$ cat src/rtl/ext_access_pkg.sv
// Shared types and defaults for the external-access controller: FSM state
// encoding, default memory geometry and the load counter width rule.
package ext_access_pkg;

  localparam int ADDR_W_DEF = 9;
  localparam int DATA_W_DEF = 16;
  localparam int LC_W_DEF   = ADDR_W_DEF + 1;

  typedef enum logic [2:0] {
    S_IDLE      = 3'd0,
    S_LOAD_IRAM = 3'd1,
    S_LOAD_DRAM = 3'd2,
    S_RUN       = 3'd3,
    S_READOUT   = 3'd4
  } state_e;

  // One extra bit so the counter can hold a full memory's worth (2^ADDR_W).
  function automatic int lc_width(input int addr_w);
    return addr_w + 1;
  endfunction

endpackage

$ cat src/rtl/ext_access_ctrl_strobe_edge.sv
// Registered rising-edge detector for one host strobe. A strobe already high
// when reset releases is not reported as an edge.
module strobe_edge (
  input  logic clock,
  input  logic reset_n,
  input  logic strobe_i,
  output logic rise_o
);

  logic prev_q;
  logic armed_q;

  always_ff @(posedge clock) begin
    if (!reset_n) begin
      prev_q  <= 1'b0;
      armed_q <= 1'b0;
    end else begin
      prev_q  <= strobe_i;
      armed_q <= 1'b1;
    end
  end

  // armed_q is low on the first sampled cycle after reset, masking a level
  // that was held across the release.
  assign rise_o = armed_q & strobe_i & ~prev_q;

endmodule

$ cat src/rtl/ext_access_ctrl.sv
// Host-side access controller: selects load/run/readout mode and turns
// multi-cycle host strobes into single-cycle memory accesses.
module ext_access_ctrl
  import ext_access_pkg::*;
#(
  parameter int ADDR_W = ADDR_W_DEF,
  parameter int DATA_W = DATA_W_DEF
) (
  input  logic              clock,
  input  logic              reset_n,
  input  logic              start,
  input  logic              start_2,
  input  logic              start_3,
  input  logic              start_4,
  input  logic [ADDR_W-1:0] addr_ext,
  input  logic              iram_write_ext_1,
  input  logic              iram_write_ext_2,
  input  logic              dram_write_ext,
  input  logic              read_en_ext,
  input  logic [DATA_W-1:0] Data_in_ins,
  input  logic [DATA_W-1:0] Data_in_dram,
  output logic              iram1_we,
  output logic              iram2_we,
  output logic              dram_we,
  output logic              dram_re,
  output logic [ADDR_W-1:0] mem_addr,
  output logic [DATA_W-1:0] iram_wdata,
  output logic [DATA_W-1:0] dram_wdata,
  input  logic [DATA_W-1:0] dram_rdata,
  output logic [DATA_W-1:0] dram_in_1,
  output logic              rd_valid,
  output logic              core_run,
  output logic [ADDR_W:0]   load_count,
  output logic              mode_err
);

  localparam int LC_W = lc_width(ADDR_W);
  localparam logic [LC_W:0] LC_MAX = {2'b01, {ADDR_W{1'b0}}};

  function automatic logic [LC_W-1:0] sat_add(input logic [LC_W-1:0] a,
                                               input logic [1:0]      inc);
    logic [LC_W:0] s;
    s = {1'b0, a} + {{(LC_W-1){1'b0}}, inc};
    if (s > LC_MAX) s = LC_MAX;
    return s[LC_W-1:0];
  endfunction

  logic e_i1, e_i2, e_dw, e_rd;

  strobe_edge u_edge_i1 (.clock(clock), .reset_n(reset_n),
                         .strobe_i(iram_write_ext_1), .rise_o(e_i1));
  strobe_edge u_edge_i2 (.clock(clock), .reset_n(reset_n),
                         .strobe_i(iram_write_ext_2), .rise_o(e_i2));
  strobe_edge u_edge_dw (.clock(clock), .reset_n(reset_n),
                         .strobe_i(dram_write_ext), .rise_o(e_dw));
  strobe_edge u_edge_rd (.clock(clock), .reset_n(reset_n),
                         .strobe_i(read_en_ext), .rise_o(e_rd));

  state_e            state_q, state_d;
  logic              iram1_we_q, iram1_we_d;
  logic              iram2_we_q, iram2_we_d;
  logic              dram_we_q, dram_we_d;
  logic              dram_re_q, dram_re_d;
  logic              re_dly_q, re_dly_d;
  logic [ADDR_W-1:0] mem_addr_q, mem_addr_d;
  logic [DATA_W-1:0] iram_wdata_q, iram_wdata_d;
  logic [DATA_W-1:0] dram_wdata_q, dram_wdata_d;
  logic [DATA_W-1:0] dram_in_q, dram_in_d;
  logic              rd_valid_q, rd_valid_d;
  logic              core_run_q, core_run_d;
  logic [LC_W-1:0]   load_count_q, load_count_d;
  logic              mode_err_q, mode_err_d;
  logic [2:0]        n_req;

  always_ff @(posedge clock) begin
    if (!reset_n) begin
      state_q      <= S_IDLE;
      iram1_we_q   <= 1'b0;
      iram2_we_q   <= 1'b0;
      dram_we_q    <= 1'b0;
      dram_re_q    <= 1'b0;
      re_dly_q     <= 1'b0;
      mem_addr_q   <= '0;
      iram_wdata_q <= '0;
      dram_wdata_q <= '0;
      dram_in_q    <= '0;
      rd_valid_q   <= 1'b0;
      core_run_q   <= 1'b0;
      load_count_q <= '0;
      mode_err_q   <= 1'b0;
    end else begin
      state_q      <= state_d;
      iram1_we_q   <= iram1_we_d;
      iram2_we_q   <= iram2_we_d;
      dram_we_q    <= dram_we_d;
      dram_re_q    <= dram_re_d;
      re_dly_q     <= re_dly_d;
      mem_addr_q   <= mem_addr_d;
      iram_wdata_q <= iram_wdata_d;
      dram_wdata_q <= dram_wdata_d;
      dram_in_q    <= dram_in_d;
      rd_valid_q   <= rd_valid_d;
      core_run_q   <= core_run_d;
      load_count_q <= load_count_d;
      mode_err_q   <= mode_err_d;
    end
  end

  always_comb begin
    state_d      = state_q;
    iram1_we_d   = 1'b0;
    iram2_we_d   = 1'b0;
    dram_we_d    = 1'b0;
    dram_re_d    = 1'b0;
    re_dly_d     = dram_re_q;
    mem_addr_d   = mem_addr_q;
    iram_wdata_d = iram_wdata_q;
    dram_wdata_d = dram_wdata_q;
    dram_in_d    = dram_in_q;
    rd_valid_d   = 1'b0;
    load_count_d = load_count_q;
    mode_err_d   = mode_err_q;
    n_req = {2'b00, start} + {2'b00, start_2} + {2'b00, start_3} + {2'b00, start_4};

    unique case (state_q)
      S_IDLE: begin
        if (n_req == 3'd1) begin
          if (start)        state_d = S_RUN;
          else if (start_2) state_d = S_LOAD_IRAM;
          else if (start_3) state_d = S_LOAD_DRAM;
          else              state_d = S_READOUT;
        end else if (n_req > 3'd1) begin
          mode_err_d = 1'b1;
        end
      end
      S_LOAD_IRAM: if (!start_2) state_d = S_IDLE;
      S_LOAD_DRAM: if (!start_3) state_d = S_IDLE;
      S_RUN:       if (!start)   state_d = S_IDLE;
      S_READOUT:   if (!start_4) state_d = S_IDLE;
      default:     state_d = S_IDLE;
    endcase

    if (state_q == S_IDLE && (state_d == S_LOAD_IRAM || state_d == S_LOAD_DRAM))
      load_count_d = '0;

    // Strobe edges act only in their own mode; anywhere else they flag an error.
    if (e_i1 || e_i2) begin
      if (state_q == S_LOAD_IRAM) begin
        iram1_we_d   = e_i1;
        iram2_we_d   = e_i2;
        mem_addr_d   = addr_ext;
        iram_wdata_d = Data_in_ins;
        load_count_d = sat_add(load_count_q, {1'b0, e_i1} + {1'b0, e_i2});
      end else begin
        mode_err_d = 1'b1;
      end
    end

    if (e_dw) begin
      if (state_q == S_LOAD_DRAM) begin
        dram_we_d    = 1'b1;
        mem_addr_d   = addr_ext;
        dram_wdata_d = Data_in_dram;
        load_count_d = sat_add(load_count_q, 2'd1);
      end else begin
        mode_err_d = 1'b1;
      end
    end

    if (e_rd) begin
      if (state_q == S_READOUT) begin
        dram_re_d  = 1'b1;
        mem_addr_d = addr_ext;
      end else begin
        mode_err_d = 1'b1;
      end
    end

    // Memory returns data one cycle after dram_re; capture it the cycle after.
    if (re_dly_q) begin
      dram_in_d  = dram_rdata;
      rd_valid_d = 1'b1;
    end

    core_run_d = (state_d == S_RUN);
  end

  assign iram1_we   = iram1_we_q;
  assign iram2_we   = iram2_we_q;
  assign dram_we    = dram_we_q;
  assign dram_re    = dram_re_q;
  assign mem_addr   = mem_addr_q;
  assign iram_wdata = iram_wdata_q;
  assign dram_wdata = dram_wdata_q;
  assign dram_in_1  = dram_in_q;
  assign rd_valid   = rd_valid_q;
  assign core_run   = core_run_q;
  assign load_count = load_count_q;
  assign mode_err   = mode_err_q;

endmodule

$ cat config.mk
export PLATFORM = sky130hd
export DESIGN_NAME = ext_access_ctrl
export DESIGN_NICKNAME = d
export VERILOG_FILES = /design/src/rtl/ext_access_pkg.sv /design/src/rtl/ext_access_ctrl_strobe_edge.sv /design/src/rtl/ext_access_ctrl.sv
export SDC_FILE = /design/constraint.sdc
export NUM_CORES = 1
export LEC_CHECK = 0
export CAP_MARGIN = 30
export CORE_ASPECT_RATIO = 0.8
export CORE_MARGIN = 4
export CORE_UTILIZATION = 35
export DETAILED_ROUTE_END_ITERATION = 8
export GPL_ROUTABILITY_DRIVEN = 1
export PLACE_DENSITY_LB_ADDON = 0.12
export SKIP_CTS_REPAIR_TIMING = 1
export SYNTH_ARGS = -nofsm -noshare
export SYNTH_HDL_FRONTEND = slang
export SYNTH_SLANG_ARGS = --single-unit
$ cat constraint.sdc
create_clock -name clock -period 3.7 [get_ports clock]
set_input_delay 0.37 -clock clock [delete_from_list [all_inputs] [get_ports clock]]
set_output_delay 0.37 -clock clock [all_outputs]
set_load 0.005 [all_outputs]
==> impl_metrics.yaml <==
floorplan:
  io_pins: 141
  initial_cell_density_of_the_core_pct: 36.6
  rows: 33
  core_area_um2: 10400
  die_area_um2: 12700
  dieWidth_um: 125
  floorplan.die.height_um: 101
yosys:
  synth_top_family_by_area: "simple AND/OR/NAND/NOR gates"
  synth_simple_gate_area_share_pct: 24.1
  syn-mean-instance-area_um2: 8.56
  synth_seq_area_share_pct: 43.5
  post_synth_fa_ha_maj_area_fraction_pct: 3.01
  synth_edf_count: 0
  async_reset_ff_share_pct: 0
  yosysWarningCount: 0
  syn_inst: 446
  synth-seq-cells: 83
  syn-cell-area_um2: 3820
  synthesis.nets: 521
  ys_flop_type: "sky130_fd_sc_hd__dfxtp_1"
  netlist-cell-type-count: 60
  synthMuxAreaShare_pct: 7.67
  synth-compound-area-share_pct: 15.2
  synth_xor_area_share_pct: 1.83
timing:
  worst_slew_pin_slew_ns: 0.949
  fmax_mhz: 297
  report.final.setup_viol: 0
  layout_min_cycle_time_ns: 3.36
  rsz0062_at_grt: "no"
  fin_hold_ws_ns: 0.453
  slew_viol_final: 0
  number_of_hold_violations_in_the_final_report: 0
  finalSetupTns_ns: 0
  worst_slack_ns: 0.338
  final.period_utilization_pct: 90.9
  timing.clock.skew_ns: 0.00597
  timing.slew.headroom_pct: 36.7
final_layout:
  area_delta_synth_final_pct: 49.0
  nNetsFinal: 653
  finish.cell_count_without_fillers: 723
  layout.cell_area.non_filler_um2: 5690
  multi_input_area_um2: 1990
  area.sequential_um2: 1660
  drive_gt1_share_pct: 6.86
  antenna_cells: 0
  fillCellCount: 956
clocking:
  cts.sink_count: 83
  clk_pin_slew_worst_paths_ns: 0.06
  tritoncts.num_buffers: 9
  total_number_of_h_tree_levels: 3
  cts-root-buf: "sky130_fd_sc_hd__clkbuf_16"
  cts-root-to-sink-buffers: 2
  clock_latency_ns: 0.33
  cts_tree: "yes"
pwr:
  leakage_nw: 1.95
  worst_ir_drop_vdd_mv: 0.211
  power_density_nw_per_um2: 382
detailed_routing:
  initialDrtViolationCount: 227
  detailroute.via_count: 3683
  drcViolationCount: 0
  drt-total-wl_um: 11200
  antenna_violating_nets_post_route: 0
  drt_pre_antenna_iters: 4
  wl_per_cell_um: 15.4
  routed_via_density: 5.09
global_route:
  grt_pass1_vias: 3535
  grt_antenna_before_repair: 0
  wire_length_of_the_first_global_routing_pass_um: 18000
  global_route_usage_over_all_layers_pct: 17.4
  grt_max_degree: 58
  overflow: 0
setup_path:
  timing.critical_path.arrival_ns: 3.56
  startpoint_type_of_the_worst_setup_path: "primary input"
  worstSetupEndpointType: "register"
  crit_required_ns: 3.90
  crit_path_max_fanout: 9
  timing_worst_setup_path_type: "in -> reg"
place:
  preCtsSetupSlack_ns: -0.0460
  placedCellCount: 707
  gp_congestion: 0.808
  portBuffers: 140
  dpl-instance-area_um2: 5360
  detailedPlacementHpwl_um: 8210
flow_run:
  maxCapViolations: 0
run_status:
  outcome: "completed"
worst_hold_path:
  hold_path_class: "reg -> reg"
==> registers in the layout, indices dropped and copies added, names as in the netlist, 3 cells and up <==
register and cells:
dram_in_1 16, dram_wdata 16, iram_wdata 16, load_count 10, mem_addr 9, state_q 3
==> cells in the mapped netlist (all sizes together) (5+ instances only) <==
cell type	n	area [um2]
and2	10	62.6
buf	8	48.8
inv	11	41.3
a21oi	39	195
nor2	43	169
o21ai	6	30.0
nand3	12	60.1
xor2	5	43.8
nor2b	5	31.3
nor4	7	50.1
nor3	8	40.0
nand2b	8	50.1
clkbuf	23	86.3
dfxtp	83	1660
nand2	79	297
ha	6	75.1
a211oi	8	60.1
a221oi	6	65.1
mux2i	27	270
==> per-stage QoR <==
step	total power [W]	utilization, %
after global routing	0.00227	54.5
after CTS	0.00220	54.5
after floorplan	0.00106	-
final	0.00218	54.5
after global placement	0.00120	51.3
after detailed placement	0.00121	51.3
==> final timing paths <==
path / from / end / slack [ns] / depth (start not counted)
min: dram_wdata[9] / dram_wdata[9] / 0.45 / 2
max: start / load_count[3] / 0.34 / 13
min reg2reg: dram_wdata[9] / dram_wdata[9] / 0.45 / 2
max reg2reg: u_edge_i1.armed_q / load_count[3] / 0.82 / 9
==> cells by family (layout without fill, tap and decap cells) <==
| group | count (synthesis) | count (layout) |
|---|---|---|
| multiplexers | 29 | 29 |
| XOR/XNOR | 8 | 8 |
| adder cells (fa/ha/maj) | 8 | 8 |
| flip-flops | 83 | 83 |
| AO/OA/AOI/OAI | 83 | 83 |
| AND/OR/NAND/NOR | 193 | 193 |
| buffers and inverters | 42 | 179 |
==> placed cells by master, fill, tap and decap left out, types with 2 or more instances in the layout <==
cell	instances
sky130_fd_sc_hd__o31ai_1	2
sky130_fd_sc_hd__nand2b_1	8
sky130_fd_sc_hd__xnor2_1	3
sky130_fd_sc_hd__nand4_1	4
sky130_fd_sc_hd__and2_1	10
sky130_fd_sc_hd__clkdlybuf4s50_1	140
sky130_fd_sc_hd__clkbuf_16	9
sky130_fd_sc_hd__or3b_1	2
sky130_fd_sc_hd__mux2i_1	27
sky130_fd_sc_hd__ha_1	6
sky130_fd_sc_hd__o22a_1	2
sky130_fd_sc_hd__o21ai_1	2
sky130_fd_sc_hd__dfxtp_1	83
sky130_fd_sc_hd__nor4_2	2
sky130_fd_sc_hd__nor4_1	5
sky130_fd_sc_hd__or4_1	2
sky130_fd_sc_hd__nor2b_1	5
sky130_fd_sc_hd__o21ai_0	4
sky130_fd_sc_hd__nor2_1	42
sky130_fd_sc_hd__a211oi_1	8
sky130_fd_sc_hd__xor2_1	5
sky130_fd_sc_hd__a21oi_1	39
sky130_fd_sc_hd__inv_1	10
sky130_fd_sc_hd__bufinv_16	2
sky130_fd_sc_hd__inv_6	3
sky130_fd_sc_hd__a31oi_1	4
sky130_fd_sc_hd__nand3_1	12
sky130_fd_sc_hd__o211ai_1	2
sky130_fd_sc_hd__fa_1	2
sky130_fd_sc_hd__and3_1	3
sky130_fd_sc_hd__buf_4	12
sky130_fd_sc_hd__nor3_1	8
sky130_fd_sc_hd__a221oi_2	2
sky130_fd_sc_hd__or2_1	2
sky130_fd_sc_hd__a221oi_1	4
sky130_fd_sc_hd__nand2_1	79
sky130_fd_sc_hd__o2111ai_1	2
==> worst max-delay path, stage by stage <==
cell and delay (ns):
sky130_fd_sc_hd__clkdlybuf4s50_1 0.48, sky130_fd_sc_hd__inv_1 0.07, sky130_fd_sc_hd__fa_1 0.53, sky130_fd_sc_hd__inv_1 0.04
sky130_fd_sc_hd__ha_1 0.18, sky130_fd_sc_hd__inv_1 0.06, sky130_fd_sc_hd__ha_1 0.21, sky130_fd_sc_hd__or3b_1 0.40
sky130_fd_sc_hd__or3_1 0.35, sky130_fd_sc_hd__a221oi_2 0.29, sky130_fd_sc_hd__nor2_4 0.12, sky130_fd_sc_hd__o31ai_1 0.35
sky130_fd_sc_hd__a221oi_2 0.09
==> cell type report <==
class                      instances  share of cell area (%)
multi-input combinational        321                    34.9
sequential                        83                    29.2
timing repair buffer             152                    26.2
clock buffer                      10                    4.20
tap                              140                    3.08
clock inverter                     6                    1.67
inverter                          11                   0.726
==> power by group <==
| group | switching (W) | internal (W) |
|---|---|---|
| Combinational | 0.000108 | 0.000142 |
| Sequential | 0.0000221 | 0.000914 |
| Clock | 0.000371 | 0.000618 |
==> routing by layer <==
metal / GRT usage (%) / wire length (um) / vias up
li1: - / - / 1818
met2: 27.5 / 4930 / 132
met5: 0 / 0 / -
met3: 4.80 / 713 / 16
met1: 23.5 / 5320 / 1717
met4: 5.31 / 200 / 0
No activity file was read; power rests on OpenSTA's default activity.
